--- config.mk ---
export PLATFORM = sky130hd
export DESIGN_NAME = game_ctrl_fsm
export DESIGN_NICKNAME = d
export VERILOG_FILES = /design/src/rtl/game_pkg.sv /design/src/rtl/dir_queue.sv /design/src/rtl/game_ctrl_fsm.sv
export SDC_FILE = /design/constraint.sdc
export NUM_CORES = 1
export LEC_CHECK = 0
export ABC_AREA = 1
export BUFFER_PORTS_ARGS = -buffer_cell sky130_fd_sc_hd__buf_4
export CAP_MARGIN = 20
export CORE_UTILIZATION = 57
export CTS_CLUSTER_SIZE = 12
export DETAILED_ROUTE_END_ITERATION = 12
export HOLD_SLACK_MARGIN = 0.05
export PLACE_DENSITY = 0.82
export REMOVE_ABC_BUFFERS = 1
export SYNTH_ARGS = -nofsm -noshare
export SYNTH_HDL_FRONTEND = slang
export SYNTH_HIERARCHICAL = 1
export SYNTH_SLANG_ARGS = --single-unit
--- constraint.sdc ---
create_clock -name clk -period 3.7 [get_ports clk]
set_input_delay 0.555 -clock clk [delete_from_list [all_inputs] [get_ports clk]]
set_output_delay 0.555 -clock clk [all_outputs]
set_load 0.03 [all_outputs]
--- src/rtl/game_pkg.sv ---
// Shared types and constants for the snake game controller: state encoding,
// direction codes and the reversal helper.
package game_pkg;

  typedef enum logic [2:0] {
    StIdle     = 3'd0,
    StRun      = 3'd1,
    StPause    = 3'd2,
    StDying    = 3'd3,
    StGameover = 3'd4
  } state_e;

  typedef logic [1:0] dir_t;

  localparam dir_t DIR_UP      = 2'b00;
  localparam dir_t DIR_RIGHT   = 2'b01;
  localparam dir_t DIR_DOWN    = 2'b10;
  localparam dir_t DIR_LEFT    = 2'b11;
  localparam dir_t DIR_DEFAULT = DIR_RIGHT;

  function automatic dir_t reverse_dir(input dir_t d);
    return d ^ 2'b10;
  endfunction

endpackage

--- src/rtl/dir_queue.sv ---
// Two-entry direction FIFO that drops duplicates and 180-degree reversals
// relative to the most recent direction the snake will be heading.
module dir_queue
  import game_pkg::*;
(
  input  logic clk,
  input  logic rstn,
  input  logic push,
  input  dir_t din,
  input  logic pop,
  input  logic flush,
  input  dir_t cur_dir,
  output dir_t head,
  output logic valid
);

  logic [1:0]      cnt_q, cnt_d, post_cnt;
  dir_t [1:0]      ent_q, ent_d;
  dir_t            ref_dir;
  logic            accept;

  always_comb begin
    ent_d    = ent_q;
    post_cnt = cnt_q;
    // The post-pop tail equals the pre-pop tail, except when the popped head
    // becomes the new committed direction; both cases resolve to this mux.
    ref_dir  = (cnt_q == 2'd0) ? cur_dir : ((cnt_q == 2'd2) ? ent_q[1] : ent_q[0]);
    if (pop && (cnt_q != 2'd0)) begin
      ent_d[0] = ent_q[1];
      post_cnt = cnt_q - 2'd1;
    end
    cnt_d  = post_cnt;
    accept = push && (post_cnt != 2'd2) && (din != ref_dir) && (din != reverse_dir(ref_dir));
    if (accept) begin
      ent_d[post_cnt[0]] = din;
      cnt_d              = post_cnt + 2'd1;
    end
    if (flush) cnt_d = 2'd0;
  end

  always_ff @(posedge clk or negedge rstn) begin
    if (!rstn) begin
      cnt_q <= 2'd0;
      ent_q <= '0;
    end else begin
      cnt_q <= cnt_d;
      ent_q <= ent_d;
    end
  end

  assign head  = ent_q[0];
  assign valid = (cnt_q != 2'd0);

endmodule

--- src/rtl/game_ctrl_fsm.sv ---
// Snake game sequencer: state machine, level-scaled frame tick, food/score/level
// bookkeeping, lives and respawn handling.
module game_ctrl_fsm
  import game_pkg::*;
#(
  parameter int unsigned BASE_TICKS     = 20_000_000,
  parameter int unsigned MIN_TICKS      = 5_000_000,
  parameter int unsigned STEP_TICKS     = 1_500_000,
  parameter int unsigned FOOD_PER_LEVEL = 5,
  parameter int unsigned MAX_LEVEL      = 15,
  parameter int unsigned LIVES          = 3,
  parameter int unsigned RESPAWN_FRAMES = 8,
  parameter int unsigned SCORE_W        = 10,
  parameter int unsigned CNT_W          = 25
) (
  input  logic               clk,
  input  logic               rstn,
  input  logic               start_btn,
  input  logic               pause_btn,
  input  logic               dir_valid,
  input  logic [1:0]         dir_in,
  input  logic               food_eaten,
  input  logic               collision,
  output logic               frame_tick,
  output logic               update_snake,
  output logic               score_inc,
  output logic               reset_game,
  output logic               respawn,
  output logic [1:0]         direction_out,
  output logic [SCORE_W-1:0] score,
  output logic [3:0]         level,
  output logic [1:0]         lives_left,
  output logic [2:0]         state_out
);

  localparam int unsigned FOOD_W = $clog2(FOOD_PER_LEVEL + 1);
  localparam int unsigned DIE_W  = $clog2(RESPAWN_FRAMES + 1);

  function automatic logic [CNT_W-1:0] calc_period(input logic [3:0] lvl);
    int unsigned dec;
    dec = 32'(lvl) * STEP_TICKS;
    if (dec + MIN_TICKS >= BASE_TICKS) return CNT_W'(MIN_TICKS);
    return CNT_W'(BASE_TICKS - dec);
  endfunction

  state_e             state_q, state_d;
  logic [CNT_W-1:0]   cnt_q, cnt_d, period_q, period_d;
  logic [SCORE_W-1:0] score_q, score_d;
  logic [3:0]         level_q, level_d;
  logic [1:0]         lives_q, lives_d;
  logic [FOOD_W-1:0]  food_cnt_q, food_cnt_d;
  logic [DIE_W-1:0]   die_q, die_d;
  dir_t               dir_q, dir_d;
  logic               eaten_q, eaten_d;
  logic               tick_q, tick_d, inc_q, inc_d, rst_game_q, rst_game_d, respawn_q, respawn_d;
  logic               wrap, q_pop, q_flush, q_valid;
  dir_t               q_head;

  dir_queue u_dir_queue (
    .clk    (clk),
    .rstn   (rstn),
    .push   (dir_valid),
    .din    (dir_in),
    .pop    (q_pop),
    .flush  (q_flush),
    .cur_dir(dir_q),
    .head   (q_head),
    .valid  (q_valid)
  );

  assign wrap = (cnt_q == period_q - CNT_W'(1));

  always_comb begin
    state_d    = state_q;
    cnt_d      = cnt_q;
    period_d   = period_q;
    score_d    = score_q;
    level_d    = level_q;
    lives_d    = lives_q;
    food_cnt_d = food_cnt_q;
    die_d      = die_q;
    dir_d      = dir_q;
    eaten_d    = eaten_q | food_eaten;
    tick_d     = 1'b0;
    inc_d      = 1'b0;
    rst_game_d = 1'b0;
    respawn_d  = 1'b0;
    q_pop      = 1'b0;
    q_flush    = 1'b0;

    unique case (state_q)
      StIdle: begin
        if (start_btn) begin
          state_d    = StRun;
          rst_game_d = 1'b1;
          score_d    = '0;
          level_d    = '0;
          food_cnt_d = '0;
          lives_d    = 2'(LIVES);
          dir_d      = DIR_DEFAULT;
          cnt_d      = '0;
          period_d   = CNT_W'(BASE_TICKS);
          q_flush    = 1'b1;
          // A food seen before the game started must not be credited.
          eaten_d    = food_eaten;
        end
      end
      StRun: begin
        if (pause_btn) begin
          state_d = StPause;
        end else if (wrap) begin
          cnt_d    = '0;
          period_d = calc_period(level_q);
          tick_d   = 1'b1;
          eaten_d  = food_eaten;
          if (q_valid) begin
            q_pop = 1'b1;
            dir_d = q_head;
          end
          if (collision) begin
            if (lives_q > 2'd1) begin
              lives_d = lives_q - 2'd1;
              die_d   = '0;
              state_d = StDying;
            end else begin
              lives_d = 2'd0;
              state_d = StGameover;
            end
          end else if (eaten_q) begin
            inc_d = 1'b1;
            if (score_q != '1) score_d = score_q + SCORE_W'(1);
            if (food_cnt_q == FOOD_W'(FOOD_PER_LEVEL - 1)) begin
              food_cnt_d = '0;
              if (level_q != 4'(MAX_LEVEL)) level_d = level_q + 4'd1;
            end else begin
              food_cnt_d = food_cnt_q + FOOD_W'(1);
            end
          end
        end else begin
          cnt_d = cnt_q + CNT_W'(1);
        end
      end
      StPause: begin
        if (pause_btn) state_d = StRun;
      end
      StDying: begin
        if (wrap) begin
          cnt_d    = '0;
          period_d = calc_period(level_q);
          if (die_q == DIE_W'(RESPAWN_FRAMES - 1)) begin
            respawn_d = 1'b1;
            q_flush   = 1'b1;
            dir_d     = DIR_DEFAULT;
            state_d   = StRun;
          end else begin
            die_d = die_q + DIE_W'(1);
          end
        end else begin
          cnt_d = cnt_q + CNT_W'(1);
        end
      end
      StGameover: begin
        if (start_btn) state_d = StIdle;
      end
      default: state_d = StIdle;
    endcase
  end

  always_ff @(posedge clk or negedge rstn) begin
    if (!rstn) begin
      state_q    <= StIdle;
      cnt_q      <= '0;
      period_q   <= CNT_W'(BASE_TICKS);
      score_q    <= '0;
      level_q    <= '0;
      lives_q    <= 2'(LIVES);
      food_cnt_q <= '0;
      die_q      <= '0;
      dir_q      <= DIR_DEFAULT;
      eaten_q    <= 1'b0;
      tick_q     <= 1'b0;
      inc_q      <= 1'b0;
      rst_game_q <= 1'b0;
      respawn_q  <= 1'b0;
    end else begin
      state_q    <= state_d;
      cnt_q      <= cnt_d;
      period_q   <= period_d;
      score_q    <= score_d;
      level_q    <= level_d;
      lives_q    <= lives_d;
      food_cnt_q <= food_cnt_d;
      die_q      <= die_d;
      dir_q      <= dir_d;
      eaten_q    <= eaten_d;
      tick_q     <= tick_d;
      inc_q      <= inc_d;
      rst_game_q <= rst_game_d;
      respawn_q  <= respawn_d;
    end
  end

  assign frame_tick    = tick_q;
  assign update_snake  = tick_q;
  assign score_inc     = inc_q;
  assign reset_game    = rst_game_q;
  assign respawn       = respawn_q;
  assign direction_out = dir_q;
  assign score         = score_q;
  assign level         = level_q;
  assign lives_left    = lives_q;
  assign state_out     = state_q;

endmodule

; ---- After elaboration in Yosys (flattened, before gate mapping)
; Index checks and enable logic that the tools add are counted.
[op_classes]
eq_ne = 31
order_cmp = 4
multipliers = 1
add_sub_neg = 11
bitwise = 2
n_reduce_logical = 20
n_mux = 100
[op_table]
columns = op, n
row1 = 25-bit 2-to-1 mux, 10
row2 = 25-bit case mux with 3 select lines, 2
row3 = 10-bit 2-to-1 mux, 6
row4 = 4-bit 2-to-1 mux, 13
row5 = 3-bit 2-to-1 mux, 14
row6 = 2-bit 2-to-1 mux, 19
row7 = "2-bit != test, second input constant", 17
row8 = 7-bit AND reduction, 4
row9 = "25-bit by 23-bit adder with 26-bit output, second input constant", 1
row10 = "26-bit by 25-bit >= comparator with 1-bit output, second input constant", 1
row11 = "25-bit by 1-bit adder with 25-bit output, second input constant", 1
row12 = 25-bit == test, 1
row13 = 1-bit 2-to-1 mux, 25
row14 = "25-bit by 1-bit subtractor with 25-bit output, second input constant", 1
row15 = "25-bit subtractor, first input constant", 1
row16 = "4-bit by 16-bit multiplier with 20-bit output, second input constant", 1
row17 = 10-bit case mux with 2 select lines, 1
row18 = 4-bit case mux with 2 select lines, 2
row19 = 3-bit case mux with 5 select lines, 1
row20 = "10-bit by 1-bit adder with 10-bit output, second input constant", 1
row21 = "10-bit != test, second input constant", 1
row22 = 5-bit AND reduction, 2
row23 = "4-bit by 1-bit adder with 4-bit output, second input constant", 2
row24 = 8-bit AND reduction, 1
row25 = other kinds (29), 41
[totals]
output_inout_bits = 26
input_bits = 9
ff_bits = 89
word_cells = 186

; ---- Depth between registers and ports, before layout
[logic_depth]
word_depth = 13
depth_mapped = 28
depth_no_buf = 27

; ---- Hierarchy
; The synthesis kept the hierarchy.
[by_module_without_submodules]
columns = mod, n_inst, area_each_um2, seq_area_each_um2, cells_each
row1 = game_ctrl_fsm, 1, 7440.9, 1965.6, 1100
row2 = dir_queue, 1, 456.7, 150.1, 65

; ---- Worst setup path after synthesis
; Ideal clock, no wire load.
[synth_timing]
path_kind = reg-to-reg
startpoint = register level_q[2], in the netlist level[2]
endpoint = register period_q[22]
path_buffers = 1
arrival_time_ps = 3800
synth_period_minus_slack_ps = 3917
setup_ps = 116
path_stages_with_launch = 26
slack_ps = -217
path_cell_list = dfrtp_1 -> inv_1 -> ha_1 -> xnor2_1 -> ha_1 -> or2_2 -> ha_1 -> xnor2_2 -> nand2_1 -> nand2_1 -> nand2_1 -> nand3_2 -> nand2_2 -> nand3_2 -> nand2_1 -> nand2_1 -> nand2_1 -> nand2_1 -> nand2_1 -> nor2_2 -> nand2_2 -> nand2_4 -> buf_12 -> nand3_1 -> nand2_1 -> nand2_1
[synth_between]
elab_chain_cells = 11
[synth_lines]
columns = item, line
row1 = "start, declared", game_ctrl_fsm.sv:49  ; logic [3:0] level_q, level_d;
row2 = "start signal, assigned", game_ctrl_fsm.sv:190  ; level_q <= level_d;
row3 = 4-bit by 16-bit multiplier with 20-bit output *, game_ctrl_fsm.sv:41  ; dec = 32'(lvl) * STEP_TICKS;
row4 = 25-bit by 23-bit adder with 26-bit output, game_ctrl_fsm.sv:42  ; if (dec + MIN_TICKS >= BASE_TICKS) return CNT_W'(MIN_TICKS);
row5 = 26-bit by 25-bit >= comparator with 1-bit output, game_ctrl_fsm.sv:42
row6 = 1-bit 2-to-1 mux, game_ctrl_fsm.sv:42
row7 = 1-bit 2-to-1 mux, "game_ctrl_fsm.sv:111, game_ctrl_fsm.sv:147"
row8 = 1-bit 2-to-1 mux, game_ctrl_fsm.sv:109  ; if (pause_btn) begin
row9 = 1-bit 2-to-1 mux, game_ctrl_fsm.sv:91  ; unique case (state_q)
row10 = 25-bit 2-to-1 mux, game_ctrl_fsm.sv:43  ; return CNT_W'(BASE_TICKS - dec);
row11 = 25-bit 2-to-1 mux, game_ctrl_fsm.sv:111  ; end else if (wrap) begin
row12 = 25-bit 2-to-1 mux, game_ctrl_fsm.sv:109
row13 = 25-bit case mux with 3 select lines *, game_ctrl_fsm.sv:91
row14 = "end signal, assigned", game_ctrl_fsm.sv:173  ; period_q <= CNT_W'(BASE_TICKS);
row15 = "end signal, assigned", game_ctrl_fsm.sv:188  ; period_q <= period_d;
row16 = "end, declared", game_ctrl_fsm.sv:47  ; logic [CNT_W-1:0] cnt_q, cnt_d, period_q, period_d;
; Every way passes the cells marked *; elsewhere a longest branch is shown, timed or not. The select of a mux whose other input is x is not followed.
; A chain may end at the register's enable or synchronous reset.

; ---- Worst setup path after layout
[layout_timing]
startpoint = register level_q[2], in the netlist level[2]
endpoint = register period_q[9]
; Same word-level chain as after synthesis.

==> results_dict.tcl <==
set metrics [dict create \
    status "finished, final reports clean" \
    dieArea_um2 14300 \
    seqPwrFrac_pct 20.0 \
    final-setup-viol-count 0 \
    post-route-min-period_ns 3.58 \
    remaining_drc_errors 0 \
    antenna_cells 0 \
    relSlewSlack_pct 35.3 \
    max-clock-path-buffers 2 \
    wire_per_inst_um 15.2 \
    switching_share_pct 49.8 \
    area_growth_syn_to_layout_pct 20.5 \
    grt_first_pass_wirelength_mm 34.4 \
    crit_type "register to register" \
    routed-via-count 7962 \
    syn_area_um2 7900 \
    antenna_left 0 \
    timing.final.max_slew_violations 0 \
    synth-seq-cells 84 \
    synthFlopType "dfrtp_1" \
    antenna_found_initial 1 \
    rows 42 \
    ios 35 \
    post_synth.cell_area_avg_um2 6.78 \
    power_frac_comb_pct 65.2 \
    wirelength_mm 21.9 \
    numCtsBuffers 9 \
    hold_viol_final 0 \
    tns_ns 0 \
    drive_above_1_share_pct 24.9 \
    clock-sinks 84 \
    cp-end-kind "register" \
    fmax_mhz 279 \
    worstPathRequired_ns 3.94 \
    finalCritPeriodShare_pct 96.7 \
    grt_max_degree 75 \
    power_density_nw_per_um2 710 \
    dp_hpwl_mm 16.2 \
    grt.total_usage_pct 29.9 \
    ys_types 54 \
    worst_hold_slack_ns 0.365 \
    p_int_mw 3.39 \
    drt-pass1-iter-count 6 \
    ir_drop_v 0.000578 \
    root_buffer "clkbuf_16" \
    synthCells 1165 \
    worst_setup_path_start_kind "register" \
    synth-edff-count 0 \
    grt_pass1_vias 7270 \
    die_w_um 120 \
    grt_overflow 0 \
    htree_levels 3 \
    vias_per_cell 5.50 \
    worst_pin_slew_ns 0.970 \
    initial_core_util_pct 58.9 \
    async_flop_share_pct 100 \
    max_cap_viol_count 0 \
    drt_iter0_markers 592 \
    p_switching_mw 3.37 \
    ys_seq_area_share_pct 26.8 \
    nets 1319 \
    cts_tree "yes" \
    pwr-share-clk_pct 14.9 \
    yosys_warnings 6 \
    clk_pin_slew_ns 0.06 \
    gp_congestion 0.962 \
    hold_path_class "input pin to asynchronous set/reset pin" \
    clock_latency_ns 0.35 \
    fp.coreArea_um2 13400 \
    cp_max_fo 9 \
    leakage_nw 4.76 \
    portBuffers 34 \
    arrival_ns 3.82 \
    chipHeight_um 120 \
    cts_hold_buf 0 \
    finClkSkew_ns 0.00890 \
]
==> per-stage QoR <==
step                area [um2]  utilization [%]  setup WS [ns]  std cells  total power [mW]
global route              9520             71.0         -0.111       1447              7.23
global placement          8720             65.1       0.000770       1416              5.32
floorplan                 7760                -         -0.222       1143              4.08
detailed placement        8720             65.1        -0.0700       1416              5.38
finish                    9520             71.0          0.120       1447              6.76
CTS                       9070             67.7        0.00384       1432              6.42
==> layer usage <==
layer / track usage, % / wire length [um] / vias up
met5: 0 / 0 / -
met4: 8.44 / 432 / 0
met3: 4.75 / 1170 / 40
met2: 50.0 / 10600 / 256
met1: 40.0 / 9740 / 3718
li1: - / - / 3948
==> flip-flops by register name, summed over array words and instances (netlist names), 2 cells and up <==
name,cells
u_dir_queue/cnt_q,2
level,4
die_q,4
food_cnt_q,3
score,10
cnt_q,25
lives_left,2
period_q,20
direction_out,2
state_out,3
u_dir_queue/ent_q,2
u_dir_queue/head,2
==> final cells by class <==
cell class	instances	area, um2
timing repair buffer	111	850
inverter	144	544
tap	176	220
clock buffer	10	239
multi-input combinational	916	5460
fill	1053	3880
clock inverter	6	86.3
sequential	84	2120
==> power by group through the flow <==
stage | sequential, mW | combinational, mW | clock, mW
floorplan | 1.43 | 2.65 | 0
global placement | 1.34 | 3.98 | 0
detailed placement | 1.35 | 4.03 | 0
CTS | 1.34 | 4.07 | 1.01
global route | 1.38 | 4.82 | 1.04
finish | 1.35 | 4.40 | 1.01
==> critical path: stages (launching register included) <==
cell and delay [ns]:
dfrtp_1 0.40, buf_6 0.15, ha_2 0.19, xnor2_1 0.24, ha_1 0.35, ha_2 0.43
nand2_1 0.12, nor2_2 0.17, nand3_1 0.11, nand2_1 0.08, nand2_1 0.05, nand2_2 0.12
inv_2 0.06, nor2_4 0.13, nand2_1 0.07, nand2_2 0.07, nand2_2 0.08, xor2_4 0.16
buf_4 0.16, nand2_8 0.10, nand3_1 0.08, nand2_1 0.09, nand2_1 0.05
==> kinds of logic after synthesis <==
group / share of synthesized area, %
AND/OR/NAND/NOR: 40.8
buffers and inverters: 8.63
XOR/XNOR: 8.51
AO/OA/AOI/OAI: 8.05
flip-flops: 26.8
adder cells (fa/ha/maj): 7.26
==> synth_stat cells, drive strengths merged, types with 3 or more instances <==
cell	instances	area [um2]
nand2	375	1520
inv	142	533
nor2	124	526
nand3	120	711
dfrtp	73	1830
xor2	50	445
o21ai	44	231
ha	41	513
a21oi	39	225
nand4	29	188
xnor2	25	226
buf	14	110
nor3	14	97.6
o22ai	14	87.6
or2	12	77.6
dfstp	11	289
clkbuf	8	30.0
nand3b	7	60.1
nor4	5	31.3
fa	3	60.1
o31ai	3	22.5
==> final timing paths <==
kind / start / end / slack, ns / cells after the start
setup / recovery: level[2] / period_q[9] / 0.12 / 22
hold / removal: rstn / period_q[23] / 0.36 / 1
setup reg to reg: level[2] / period_q[9] / 0.12 / 22
hold reg to reg: direction_out[1] / direction_out[1] / 0.50 / 2
max in group asynchronous: rstn / reset_game / 2.59 / 2
min in group clk: dir_in[0] / u_dir_queue/ent_q[2] / 0.43 / 3
==> what timing repair did <==
item	in CTS	in global routing
gates cloned	0	1
endpoints found under the setup margin	18	26
resized for setup	6	79
pin swaps	1	20
buffers inserted	0	14
==> cells in the final DEF, fill, tap and decap left out, types with 4 or more instances in the layout <==
cell       instances
dfstp_2           11
nand3_2           21
or2_2              7
nand3_1           96
nand2_4           10
nand3b_1           5
ha_1              25
a21oi_2           10
clkbuf_16          9
a21oi_1           28
dfrtp_1           71
nor3_1             9
xor2_1            48
o21ai_0           31
ha_2               6
nor2_1            97
inv_2             21
buf_4            109
inv_1            120
o21ai_2            4
nand4_1           28
nand2_1          330
nand2_2           35
nor2_2            20
xnor2_1           24
nor4_1             5
o22ai_1           14
ha_4              10
o21ai_1            9
nor2_4             7
(Power assumes the default switching activity.)
